<file path="config.mk">
export PLATFORM = sky130hd
export DESIGN_NAME = cache_req_arbiter
export DESIGN_NICKNAME = d
export VERILOG_FILES = /design/src/rtl/cache_req_arbiter.sv
export SDC_FILE = /design/constraint.sdc
export NUM_CORES = 1
export LEC_CHECK = 0
export ABC_AREA = 0
export BUFFER_PORTS_ARGS = -buffer_cell sky130_fd_sc_hd__buf_2
export CORE_AREA = 2 2 219 221
export CTS_CLUSTER_DIAMETER = 50
export CTS_CLUSTER_SIZE = 24
export DETAILED_ROUTE_END_ITERATION = 6
export DIE_AREA = 0 0 221 223
export PLACE_DENSITY = 0.53
export RECOVER_POWER = 25
export SLEW_MARGIN = 20
export SYNTH_ARGS = -nofsm -noshare
export SYNTH_HDL_FRONTEND = slang
export SYNTH_SLANG_ARGS = --single-unit
</file>
<file path="constraint.sdc">
create_clock -name clk -period 2.6 [get_ports clk]
set_input_delay 0.26 -clock clk [delete_from_list [all_inputs] [get_ports clk]]
set_output_delay 0.26 -clock clk [all_outputs]
set_load 0.005 [all_outputs]
</file>
<file path="src/rtl/cache_req_arbiter.sv">
// Round-robin arbiter sharing one cache controller among NUM_REQ requesters.
// Optional watchdog abort enabled by defining CACHE_ARB_TIMEOUT_EN.
module cache_req_arbiter #(
  parameter int NUM_REQ        = 4,
  parameter int KEY_WIDTH      = 16,
  parameter int VALUE_WIDTH    = 64,
  parameter int TIMEOUT_CYCLES = 256
) (
  input  logic                           clk,
  input  logic                           rst_n,
  input  logic [NUM_REQ-1:0]             req_valid_i,
  output logic [NUM_REQ-1:0]             req_ready_o,
  input  logic [NUM_REQ*2-1:0]           req_op_i,
  input  logic [NUM_REQ*KEY_WIDTH-1:0]   req_key_i,
  input  logic [NUM_REQ*VALUE_WIDTH-1:0] req_val_i,
  output logic [NUM_REQ-1:0]             rsp_valid_o,
  output logic                           rsp_hit_o,
  output logic                           rsp_err_o,
  output logic [VALUE_WIDTH-1:0]         rsp_data_o,
  output logic                           ctrl_valid_o,
  input  logic                           ctrl_ready_i,
  output logic [1:0]                     ctrl_op_o,
  output logic [KEY_WIDTH-1:0]           ctrl_key_o,
  output logic [VALUE_WIDTH-1:0]         ctrl_val_o,
  input  logic                           ctrl_done_i,
  input  logic                           ctrl_hit_i,
  input  logic [VALUE_WIDTH-1:0]         ctrl_data_i,
  output logic                           ctrl_abort_o
);

  localparam int IW = (NUM_REQ > 1) ? $clog2(NUM_REQ) : 1;

  typedef enum logic [1:0] {
    S_IDLE, S_ISSUE, S_WAIT, S_RESP
  } state_e;

  state_e                 state_q, state_d;
  logic [IW-1:0]          ptr_q, ptr_d;
  logic [IW-1:0]          gnt_q, gnt_d;
  logic [1:0]             op_q, op_d;
  logic [KEY_WIDTH-1:0]   key_q, key_d;
  logic [VALUE_WIDTH-1:0] val_q, val_d;
  logic                   hit_q, hit_d;
  logic                   err_q, err_d;
  logic [VALUE_WIDTH-1:0] data_q, data_d;

  logic [IW-1:0] sel;
  logic [IW-1:0] sel_nxt;
  logic          sel_vld;
  logic          done_ok;
  logic          tmo;
  logic [1:0]    sel_op;

  // first valid requester at or after the pointer, wrapping
  always_comb begin
    int j;
    j       = 0;
    sel     = '0;
    sel_vld = 1'b0;
    for (int i = 0; i < NUM_REQ; i++) begin
      j = int'(ptr_q) + i;
      if (j >= NUM_REQ) j = j - NUM_REQ;
      if (!sel_vld && req_valid_i[j]) begin
        sel_vld = 1'b1;
        sel     = IW'(j);
      end
    end
  end

  assign sel_nxt = (sel == IW'(NUM_REQ - 1)) ? '0 : sel + 1'b1;
  assign sel_op  = req_op_i[int'(sel)*2 +: 2];

  // completion counts in WAIT, or in ISSUE when accepted the same cycle
  assign done_ok = ctrl_done_i &&
                   ((state_q == S_WAIT) ||
                    ((state_q == S_ISSUE) && ctrl_ready_i));

`ifdef CACHE_ARB_TIMEOUT_EN
  localparam int CW = $clog2(TIMEOUT_CYCLES + 1);
  logic [CW-1:0] cnt_q, cnt_d;
  logic          busy;

  assign busy = (state_q == S_ISSUE) || (state_q == S_WAIT);
  assign tmo  = busy && (cnt_q == CW'(TIMEOUT_CYCLES - 1));

  assign ctrl_abort_o = tmo && !done_ok;

  // watchdog counts only while a command is outstanding
  always_comb begin
    cnt_d = '0;
    if (busy) cnt_d = cnt_q + 1'b1;
  end

  // watchdog counter register
  always_ff @(posedge clk or negedge rst_n) begin
    if (!rst_n) cnt_q <= '0;
    else        cnt_q <= cnt_d;
  end
`else
  assign tmo = 1'b0;
  // tied low; the limit only matters with the watchdog built in
  assign ctrl_abort_o = (TIMEOUT_CYCLES < 0);
`endif

  // next-state, latching and handshake outputs
  always_comb begin
    state_d     = state_q;
    ptr_d       = ptr_q;
    gnt_d       = gnt_q;
    op_d        = op_q;
    key_d       = key_q;
    val_d       = val_q;
    hit_d       = hit_q;
    err_d       = err_q;
    data_d      = data_q;
    req_ready_o = '0;
    unique case (state_q)
      S_IDLE: begin
        if (sel_vld) begin
          req_ready_o[sel] = 1'b1;
          gnt_d = sel;
          ptr_d = sel_nxt;
          op_d  = sel_op;
          key_d = req_key_i[int'(sel)*KEY_WIDTH +: KEY_WIDTH];
          val_d = req_val_i[int'(sel)*VALUE_WIDTH +: VALUE_WIDTH];
          hit_d  = 1'b0;
          data_d = '0;
          if (sel_op == 2'b00) begin
            err_d   = 1'b1;
            state_d = S_RESP;
          end else begin
            err_d   = 1'b0;
            state_d = S_ISSUE;
          end
        end
      end
      S_ISSUE, S_WAIT: begin
        if (done_ok) begin
          hit_d   = ctrl_hit_i;
          data_d  = ctrl_data_i;
          err_d   = 1'b0;
          state_d = S_RESP;
        end else if (tmo) begin
          hit_d   = 1'b0;
          data_d  = '0;
          err_d   = 1'b1;
          state_d = S_RESP;
        end else if (state_q == S_ISSUE && ctrl_ready_i) begin
          state_d = S_WAIT;
        end
      end
      S_RESP: state_d = S_IDLE;
      default: state_d = S_IDLE;
    endcase
  end

  // response strobe to the granted requester, zero otherwise
  always_comb begin
    rsp_valid_o = '0;
    if (state_q == S_RESP) rsp_valid_o[gnt_q] = 1'b1;
  end

  assign rsp_hit_o    = (state_q == S_RESP) && hit_q;
  assign rsp_err_o    = (state_q == S_RESP) && err_q;
  assign rsp_data_o   = (state_q == S_RESP) ? data_q : '0;
  assign ctrl_valid_o = (state_q == S_ISSUE);
  assign ctrl_op_o    = op_q;
  assign ctrl_key_o   = key_q;
  assign ctrl_val_o   = val_q;

  // state, pointer and payload registers
  always_ff @(posedge clk or negedge rst_n) begin
    if (!rst_n) begin
      state_q <= S_IDLE;
      ptr_q   <= '0;
      gnt_q   <= '0;
      op_q    <= '0;
      key_q   <= '0;
      val_q   <= '0;
      hit_q   <= 1'b0;
      err_q   <= 1'b0;
      data_q  <= '0;
    end else begin
      state_q <= state_d;
      ptr_q   <= ptr_d;
      gnt_q   <= gnt_d;
      op_q    <= op_d;
      key_q   <= key_d;
      val_q   <= val_d;
      hit_q   <= hit_d;
      err_q   <= err_d;
      data_q  <= data_d;
    end
  end

endmodule
</file>
==> metrics.yaml, run 1 <==
grt_pass1_wl_um: 57500
drive_above_1_share_pct: 36.3
cap_violations: 1
met1Wirelength_um: 15800
num_rows: 80
grt_max_degree: 96
drtAntennaViolNets: 0
syn_avg_cell_area_um2: 7.87
worst_slew_pin_slew_ns: 2.00
finalInstanceArea_um2: 13900
critPathSlowestCell: "dfrtp_1"
max_stage_delay_ns: 0.42
power.density_nw_per_um2: 987
dp_hpwl_um: 28000
cts.sink_count: 154
grt_pass1_vias: 10200
clockBufferDepth: 2
dr.first_iter.drc_count: 517
post-route-util_pct: 29.6
die_area_um2: 49300
syn-cell-area_um2: 9180
synth_cell_type_count: 35
crit_buf_inv: 3
rsz0062_at_grt: "true"
cp-end-kind: "primary output"
ir_drop_v: 0.000690
slew_headroom_pct: -33.6
fin_crit_sh_pct: 93.1
synth_seq_cells: 154
wire_per_inst_um: 15.7
finalWeightedCongestion: 0.854
synthCells: 1166
clk-insertion-delay-late_ns: 0.48
dr_total_vias: 10400
dr.pass1.iters: 5
path_delay_family: "buffers and inverters"
cp.required_ns: 2.34
core_area_um2: 47100
antenna_found_initial: 5
hold_viol: 0
cts_tree: "done"
syn_to_final_growth_pct: 51.9
yosysWarnings: 0
overflow: 0
syn_nets: 1572
final_common_cell: "buf_2"
dr_wl_met2_um: 18000
violations: "max-capacitance violations, max-slew violations"
path_clk_slew_ns: 0.07
period_needed_ns: 2.42
drt_wl_total_um: 37200
worst_slack_ns: 0.181
slew_violations: 68
dpl_cell_area_um2: 12700
cts-htree-levels: 4
die_x_um: 221
synth_edf_count: 0
worst-path-max-fanout: 38
wl_met3_um: 2650
clock-root-buffer: "clkbuf_16"
synthFlopType: "dfrtp_1"
status: "finished with violations"
total_power_mw: 13.8
whs_ns: 0.0559
cts_setup_buffers: 0
final_cell_mix: "556 x buf_2, 391 x nand2_1, 154 x dfrtp_1, 145 x and2_1, 84 x o31ai_1"
grt.total_usage_pct: 14.9
async_flop_share_pct: 100
nets: 2147
drc: 0
synth-seq-area-share_pct: 42.0
max_freq_mhz: 413
numCtsBuffers: 17
hp-class: "primary input to flop"
crit_path_cell_trace: "inv_2, a21oi_2, nand4_4, inv_8, ha_1, and2_1, buf_2"
setup_viol: 0
start_util_pct: 19.5
critPathLaunchType: "flop"
routed_via_density: 4.37
fin_skew_ns: 0.0135
die_h_um: 223
io_pins: 559
p_leak_nw: 7.46
top_layer_used: "met5"
pre_cts_ws_ns: 0.198
arrival_ns: 2.16
critical_path_class: "flop to primary output"
io_buffers: 557
==> synthesized netlist by cell type, types with 2 or more instances <==
master | instances | area (µm²)
and3_1 | 83 | 519
buf_1 | 4 | 15.0
dfrtp_1 | 154 | 3850
buf_2 | 46 | 230
nor2b_1 | 3 | 18.8
clkbuf_1 | 44 | 165
inv_1 | 2 | 7.51
a211oi_1 | 82 | 616
o31ai_1 | 84 | 631
o21ai_1 | 3 | 15.0
o21ai_0 | 2 | 10.0
and2_1 | 145 | 907
nand2b_1 | 3 | 18.8
ha_1 | 5 | 62.6
and2_0 | 5 | 31.3
buf_4 | 9 | 67.6
nand2_1 | 391 | 1470
mux2i_1 | 3 | 30.0
nor2_1 | 12 | 45.0
inv_2 | 2 | 7.51
nor3_1 | 2 | 10.0
a21oi_1 | 3 | 15.0
nand3_1 | 67 | 335
==> layer usage <==
metal / track usage [%] / up-vias
met5: 0 / -
met4: 4.94 / 4
met3: 4.56 / 39
met2: 24.6 / 398
met1: 18.4 / 4843
li1: - / 5084
==> logic make-up (layout without fill, tap and decap cells) <==
kind of cell	after synthesis	count (layout)	synth area share, %
and+or+nand+nor	716	716	37.0
AOI/OAI and AO/OA	179	180	14.4
DFF	154	154	42.0
buffers and inverters	107	694	5.37
adders and majority gates	5	5	0.682
muxes	4	4	0.450
other	1	3	0.0409
==> worst paths after layout <==
path	from	endpoint	slack, ns	cells past startpoint
setup / recovery	ptr_q[1]$_DFFE_PN0P_	req_ready_o[3]	0.18	7
hold / removal	ctrl_data_i[18]	data_q[18]$_DFFE_PN0P_	0.06	3
setup reg to reg	state_q[0]$_DFFE_PN0P_	data_q[19]$_DFFE_PN0P_	0.32	7
hold reg to reg	data_q[63]$_DFFE_PN0P_	data_q[63]$_DFFE_PN0P_	0.46	2
max in group asynchronous	rst_n	data_q[27]$_DFFE_PN0P_	0.50	2
min in group asynchronous	rst_n	data_q[51]$_DFFE_PN0P_	0.90	2
==> through the flow <==
stage	cells	TNS, ns
finish	2371	0
global route	2371	-0.00676
CTS	2368	0
detailed placement	2274	0
global placement	2274	0
floorplan	1166	0
==> worst reg2reg max path: cells and delay by family (launching register included) <==
family                     cells  cell delay [ns]
AOI/OAI and AO/OA              1             0.51
adders and majority gates      1             0.30
buffers and inverters          2             0.50
DFF                            1             0.42
and+or+nand+nor                3             0.49
==> timing repair <==
item                                    in CTS  in global routing
gates resized for setup                      0                  1
endpoints found under the hold margin      124                  0
hold buffers                                62                  0
endpoints found under the setup margin       0                  8
==> cell type report <==
type	count	area (µm²)
diodes	2	5.00
clock buffers	18	429
clock inverters	14	140
fillers	5053	33200
inverters	4	22.5
multi-input cells	906	4880
flip-flops and latches	154	3850
well taps	615	769
repair buffers	658	3840
==> registers in the layout, indices dropped and copies added, names as in the netlist <==
| name | cells |
|---|---|
| state_q | 2 |
| ctrl_key_o | 16 |
| data_q | 64 |
| err_q | 1 |
| gnt_q | 2 |
| ctrl_op_o | 2 |
| ctrl_val_o | 64 |
| ptr_q | 2 |
| hit_q | 1 |
==> power by group <==
group / internal [mW] / leakage [nW] / switching (mW)
logic: 2.97 / 5.24 / 4.30
registers: 3.43 / 1.96 / 0.536
clock network: 1.34 / 0.267 / 1.17
total: 7.74 / 7.46 / 6.01
Power figures use the tool's default switching activity.
==> inputs of run 2 (changes only) <==
--- a/config.mk
+++ b/config.mk
@@ -5,14 +5,13 @@
 export SDC_FILE = /design/constraint.sdc
 export NUM_CORES = 1
 export LEC_CHECK = 0
-export ABC_AREA = 0
+export ABC_AREA = 1
 export BUFFER_PORTS_ARGS = -buffer_cell sky130_fd_sc_hd__buf_2
-export CORE_AREA = 2 2 219 221
+export CORE_AREA = 2 2 221 223
 export CTS_CLUSTER_DIAMETER = 50
 export CTS_CLUSTER_SIZE = 24
 export DETAILED_ROUTE_END_ITERATION = 6
-export DIE_AREA = 0 0 221 223
-export PLACE_DENSITY = 0.53
+export DIE_AREA = 0 0 223 225
 export RECOVER_POWER = 25
 export SLEW_MARGIN = 20
 export SYNTH_ARGS = -nofsm -noshare
==> constraint.sdc (replaced) <==
create_clock -name clk -period 3.1 [get_ports clk]
set_input_delay 0.31 -clock clk [delete_from_list [all_inputs] [get_ports clk]]
set_output_delay 0.31 -clock clk [all_outputs]
set_load 0.005 [all_outputs]
==> metrics.yaml, run 2 <==
status: "finished with violations"
violations: "max-capacitance violations, max-slew violations"
p_leak_nw: 7.57  # +1.4%
drive_above_1_share_pct: 34.8  # -1.5 points
die_x_um: 223  # +0.90%
path_depth: 12  # +5
max_stage_delay_ns: 0.48  # +0.06 ns
crit_path_start: "ptr_q[0]$_DFFE_PN0P_"
worst_slew_pin_slew_ns: 2.04  # +0.0382 ns
yosysTopAreaCellShare_pct: 41.2  # -0.76 points
critPathMostFrequentCell: "nand2_1"
start_util_pct: 19.7  # +0.19 points
drtAntennaViolNets: 0  # unchanged
grt.total_usage_pct: 15.7  # +0.86 points
cts.sink_count: 154  # unchanged
dr_total_vias: 10800  # +4.4%
path_delay_family: "simple AND/OR/NAND/NOR gates"
fin_skew_ns: 0.0117  # -0.00178 ns
clockBufferDepth: 2  # unchanged
synth_most_common_cell: "nand2_1"
fin_crit_sh_pct: 91.6
path_clk_slew_ns: 0.07  # about the same
async_flop_share_pct: 100  # unchanged
nets: 2279  # +6.1%
hp-class: "primary input to flop"
grt_pass1_wl_um: 60100  # +4.5%
grt_max_degree: 98  # +2.1%
synth-seq-area-share_pct: 41.2  # -0.76 points
cts_tree: "done"
synthTopCellsByArea: "dfrtp_1 41%, nand2_1 26%, o21ai_0 7.5%, o211ai_1 6.4%, or2_1 4.0%"
hold_end: "ctrl_val_o[29]$_DFFE_PN0P_"
placed_cells: 2465  # +8.4%
whs_path_depth: 3  # unchanged
syn_to_final_growth_pct: 43.0
hold_start: "req_val_i[29]"
critical_path_class: "flop to primary output"
yosysWarnings: 0  # unchanged
syn_avg_cell_area_um2: 6.87  # -13%
cts-htree-levels: 4  # unchanged
cap_violations: 1  # unchanged
dr.pass1.iters: 5  # unchanged
final_cell_mix: "651 x nand2_1, 556 x buf_2, 152 x dfrtp_1, 140 x o21ai_0, 91 x inv_1"
io_pins: 559  # unchanged
core_area_um2: 47500  # +0.85%
drc: 0  # unchanged
dr.first_iter.drc_count: 550  # +6.4%
critPathSlowestCell: "dfrtp_2"
synthCells: 1360  # +17%
synth_cell_type_count: 31  # -11%
period_needed_ns: 2.84
setup_viol: 0  # unchanged
cp.required_ns: 2.79  # +0.45 ns
r2r_end: "ctrl_val_o[26]$_DFFE_PN0P_"
arrival_ns: 2.53  # +0.37 ns
drt_wl_total_um: 40600  # +9.2%
finalNonFillerCells: 2508  # +5.8%
max_freq_mhz: 352
overflow: 0  # unchanged
clk-insertion-delay-late_ns: 0.48  # about the same
clock-root-buffer: "clkbuf_16"
finalWeightedCongestion: 0.927  # +8.5%
yosys.area.top_type: "dfrtp_1"
worst-path-max-fanout: 6  # -84%
finalInstanceArea_um2: 13400  # -4.1%
io_buffers: 557  # unchanged
power.density_nw_per_um2: 1130  # +14%
worst_slack_ns: 0.261  # +0.0806 ns
die_h_um: 225  # +0.90%
grt_pass1_vias: 10500  # +3.1%
crit_path_cell_trace: "clkbuf_2, nand2_1, nand2_1, nand2_1, nand2_1, nor2_4, nand4_1, nand3b_1, ha_1, inv_1, nor2_1, buf_2"
wire_per_inst_um: 16.2  # +3.2%
hold_viol: 0  # unchanged
slew_headroom_pct: -36.1  # -2.5 points
synth_edf_count: 0  # unchanged
dp_hpwl_um: 31800  # +14%
final_common_cell: "nand2_1"
critPathLaunchType: "flop"
synthFlopType: "dfrtp_1"
ir_drop_v: 0.000830  # +20%
slew_violations: 74  # +8.8%
cp-end-kind: "primary output"
numCtsBuffers: 17  # unchanged
rsz0062_at_grt: "false"
syn_nets: 1766  # +12%
dpl_cell_area_um2: 12800  # about the same
die_area_um2: 50200  # +1.8%
total_power_mw: 15.1  # +9.7%
num_rows: 80  # unchanged
ff2ff_path_depth: 15  # +8
rrSetupSlack_ns: 0.37  # +0.05 ns
rr_startpoint: "ptr_q[0]$_DFFE_PN0P_"
finalSetupTns_ns: 0  # unchanged
antenna_found_initial: 15  # +10
pre_cts_ws_ns: 0.372  # +0.174 ns
ys_top_cells_by_count: "654 x nand2_1, 154 x dfrtp_1, 140 x o21ai_0"
crit_buf_inv: 3  # unchanged
synth_seq_cells: 154  # unchanged
syn-cell-area_um2: 9340  # +1.8%
routed_via_density: 4.32  # -1.3%
-- run 2: cell count changes in the layout (fill, tap and decap cells not counted), sizes merged, moves of 80 or more --
| cell | previous run | this run |
|---|---|---|
| nand2 | 391 | 657 |
| or2 | 0 | 80 |
| inv | 9 | 106 |
| o31ai | 84 | 0 |
| a211oi | 82 | 0 |
| o211ai | 0 | 80 |
| o21ai | 5 | 146 |
| and2 | 150 | 1 |
| and3 | 83 | 0 |
-- run 2: tightest hold or removal path, delay by kind of cell --
family / cells / cell delay (ns)
simple gates: 1 / 0.07
buf+inv: 1 / 0.07
compound gates: 1 / 0.08
-- run 2: kinds of logic (layout without fill, tap and decap cells) --
kind of cell | Yosys count | count (layout) | synth area share, %
compound gates | 230 | 230 | 14.5
simple gates | 781 | 781 | 34.6
buf+inv | 189 | 715 | 8.93
other cells | 1 | 8 | 0.0401
fa+ha+maj | 5 | 5 | 0.670
flops | 154 | 154 | 41.2
-- run 2: worst max-delay path by stage --
| stage | endpoint | slack, ns |
|---|---|---|
| floorplan | req_ready_o[3] | 0.92 |
| global placement | ctrl_val_o[25]$_DFFE_PN0P_ | 0.41 |
| detailed placement | ctrl_val_o[25]$_DFFE_PN0P_ | 0.37 |
| CTS | req_ready_o[3] | 0.02 |
| global route | req_ready_o[3] | 0.03 |
| finish | req_ready_o[3] | 0.26 |
-- run 2: what timing repair did --
item                                   4_1_cts  5_1_grt
endpoints found under the hold margin       71        0
setup buffers                                0        2
gates cloned                                 0        1
setup endpoints to repair                    1        1
gates resized for setup                      1        4
pin swaps                                    0        1
hold buffers                                 1        0
-- run 2: cell type report --
| class | count | area, µm² |
|---|---|---|
| Timing Repair Buffer | 584 | 3070 |
| Clock buffer | 17 | 425 |
| Antenna cell | 7 | 17.5 |
| Inverter | 98 | 385 |
| Tap cell | 615 | 769 |
| Fill cell | 5286 | 34200 |
| Multi-Input combinational cell | 1017 | 4690 |
| Sequential cell | 154 | 3860 |
| Timing Repair inverter | 1 | 8.76 |
| Clock inverter | 15 | 133 |
-- run 2: power by group --
group	internal, mW	total (mW)	switching, mW
Clock	1.05	2.08	1.02
Sequential	2.96	3.48	0.521
Combinational	3.31	9.54	6.22
Total	7.32	15.1	7.77
-- run 2: per-layer routing --
metal  share of wire [%]  up-vias  GRT usage [%]
met3                 7.4       58           4.86
met1                  41     4975           18.8
met5               0.081        -              0
met4                 2.8        6           6.52
li1                    -     5316              -
met2                  48      472           26.3
-- run 2: per-stage QoR --
stage	hold slack [ns]	utilization, %
after global placement	0.391	26.8
final	0.0891	28.1
after global routing	0.0644	28.1
after CTS	0.0400	28.0
after floorplan	0.0144	-
after detailed placement	0.392	26.8
==> inputs of run 3 (changes only) <==
==> constraint.sdc (replaced) <==
create_clock -name clk -period 3.1 [get_ports clk]
set_input_delay 0.62 -clock clk [delete_from_list [all_inputs] [get_ports clk]]
set_output_delay 0.62 -clock clk [all_outputs]
set_load 0.005 [all_outputs]
==> metrics.yaml, run 3 (synthesized netlist as in run 2, its figures left out) <==
power.density_nw_per_um2: 1140  # +1.1%
total_power_mw: 15.4  # +1.9%
whs_path_depth: 3  # unchanged
clock-root-buffer: "clkbuf_16"
critPathMostFrequentCell: "nand2_1"
status: "finished with violations"
finalSetupTns_ns: 0  # unchanged
post-route-util_pct: 28.3  # +0.20 points
cts.sink_count: 154  # unchanged
grt_pass1_wl_um: 59200  # -1.5%
period_needed_ns: 3.00  # +0.158 ns
ff2ff_path_depth: 13  # -2
max_freq_mhz: 334  # -5.3%
slew_violations: 60  # -19%
cap_violations: 1  # unchanged
whs_ns: 0.403  # +0.314 ns
clockBufferDepth: 2  # unchanged
arrival_ns: 2.38  # -0.15 ns
wire_per_inst_um: 15.6  # -3.5%
critPathSlowestCell: "dfrtp_2"
start_util_pct: 19.7  # unchanged
nets: 2280  # +0.044%
met1Wirelength_um: 15500  # -8.1%
drtAntennaViolNets: 0  # unchanged
crit_buf_inv: 4  # +1
dr_total_vias: 10900  # +0.63%
path_depth: 13  # +1
dr.first_iter.drc_count: 534  # -2.9%
rrSetupSlack_ns: 0.32  # -0.05 ns
placed_cells: 2465  # unchanged
die_x_um: 223  # unchanged
hp-class: "primary input to flop"
final_cell_mix: "647 x nand2_1, 556 x buf_2, 152 x dfrtp_1, 140 x o21ai_0, 91 x inv_1"
cts_tree: "done"
dr_wl_met2_um: 19300  # -1.5%
grt.total_usage_pct: 15.5  # -0.26 points
io_buffers: 557  # unchanged
numCtsBuffers: 17  # unchanged
critPathLaunchType: "flop"
worst-path-max-fanout: 8  # +2
syn_to_final_growth_pct: 44.0
rsz0062_at_grt: "true"
finalInstanceArea_um2: 13500  # +0.70%
finalNonFillerCells: 2509  # +0.040%
cp-end-kind: "primary output"
overflow: 0  # unchanged
grt_max_degree: 106  # +8.2%
top_layer_used: "met5"
drc: 0  # unchanged
core_area_um2: 47500  # unchanged
drt_wl_total_um: 39200  # -3.5%
finalWeightedCongestion: 0.908  # -2.0%
fin_skew_ns: 0.0116  # -0.000143 ns
critical_path_class: "flop to primary output"
final_common_cell: "nand2_1"
fin_crit_sh_pct: 96.7  # +5.1 points
antenna_found_initial: 10  # -5
hold_viol: 0  # unchanged
path_delay_family: "simple AND/OR/NAND/NOR gates"
worst_slew_pin_slew_ns: 1.60  # -0.443 ns
io_pins: 559  # unchanged
grt_pass1_vias: 10700  # +1.5%
die_area_um2: 50200  # unchanged
pre_cts_ws_ns: 0.0787  # -0.293 ns
wl_met3_um: 3020  # +0.77%
clk-insertion-delay-late_ns: 0.48  # about the same
max_stage_delay_ns: 0.46  # -0.02 ns
cts-htree-levels: 4  # unchanged
dpl_cell_area_um2: 12800  # +0.20%
drive_above_1_share_pct: 35.1  # +0.35 points
num_rows: 80  # unchanged
worst_slack_ns: 0.103  # -0.158 ns
ir_drop_v: 0.00112  # +35%
dr.pass1.iters: 5  # unchanged
dp_hpwl_um: 30900  # -3.1%
crit_path_cell_trace: "buf_6, nand2_1, nand3_1, nand2_1, nand2_1, nand2_1, nand2_2, nand3_4, inv_8, ha_2, inv_1, nor2_1, buf_2"
die_h_um: 225  # unchanged
cp.required_ns: 2.48  # -0.31 ns
violations: "max-capacitance violations, max-slew violations"
path_clk_slew_ns: 0.07  # about the same
p_leak_nw: 7.61  # +0.55%
routed_via_density: 4.34  # +0.59%
setup_viol: 0  # unchanged
slew_headroom_pct: -6.63  # +30 points
## run 3: cell types whose count changed in the layout (fill, tap and decap cells not counted), moves of 2 or more
cell       previous run  this run
inv_8                 3         1
nand2_2               3         7
clkbuf_8              0         3
bufinv_16             0         3
inv_6                 7         5
clkinv_4              4         1
nand2_1             651       647
buf_6                 0         2
## run 3: repair_timing
action	CTS	global route
gates resized for setup	4	10
hold buffers	0	0
setup endpoints to repair	1	4
pin swaps	0	7
hold endpoints to repair	0	0
setup buffers	4	1
## run 3: where the power goes
group | switching (mW) | internal, mW | total (mW)
clock | 0.951 | 1.34 | 2.29
combinational | 6.22 | 3.39 | 9.61
sequential | 0.510 | 2.96 | 3.47
total | 7.68 | 7.69 | 15.4
## run 3: layout make-up
class / instances / area (µm²)
tap: 615 / 769
timing repair buffer: 586 / 3090
clock inverter: 12 / 159
clock buffer: 20 / 467
fill: 5204 / 34100
inverter: 98 / 380
sequential: 154 / 3860
antenna: 7 / 17.5
multi-input combinational: 1017 / 4710
## run 3: routing by layer
metal	vias up	global-route usage, %
li1	5322	-
met1	4960	17.3
met2	531	26.7
met3	76	4.89
met4	6	7.45
met5	-	0
## run 3: worst min-delay path: cells and delay by family
family | cells | cell delay (ns)
AOI/OAI and AO/OA | 1 | 0.09
buffers and inverters | 1 | 0.08
and+or+nand+nor | 1 | 0.06
## run 3: worst paths after layout
| kind | startpoint | end |
|---|---|---|
| worst min register to register | data_q[42]$_DFFE_PN0P_ | data_q[42]$_DFFE_PN0P_ |
| min in group asynchronous | rst_n | data_q[30]$_DFFE_PN0P_ |
| max in group asynchronous | rst_n | ptr_q[0]$_DFFE_PN0P_ |
| worst max-delay path | ptr_q[0]$_DFFE_PN0P_ | req_ready_o[3] |
| worst max register to register | ptr_q[0]$_DFFE_PN0P_ | ctrl_val_o[18]$_DFFE_PN0P_ |
| worst min-delay path | req_val_i[10] | ctrl_val_o[10]$_DFFE_PN0P_ |
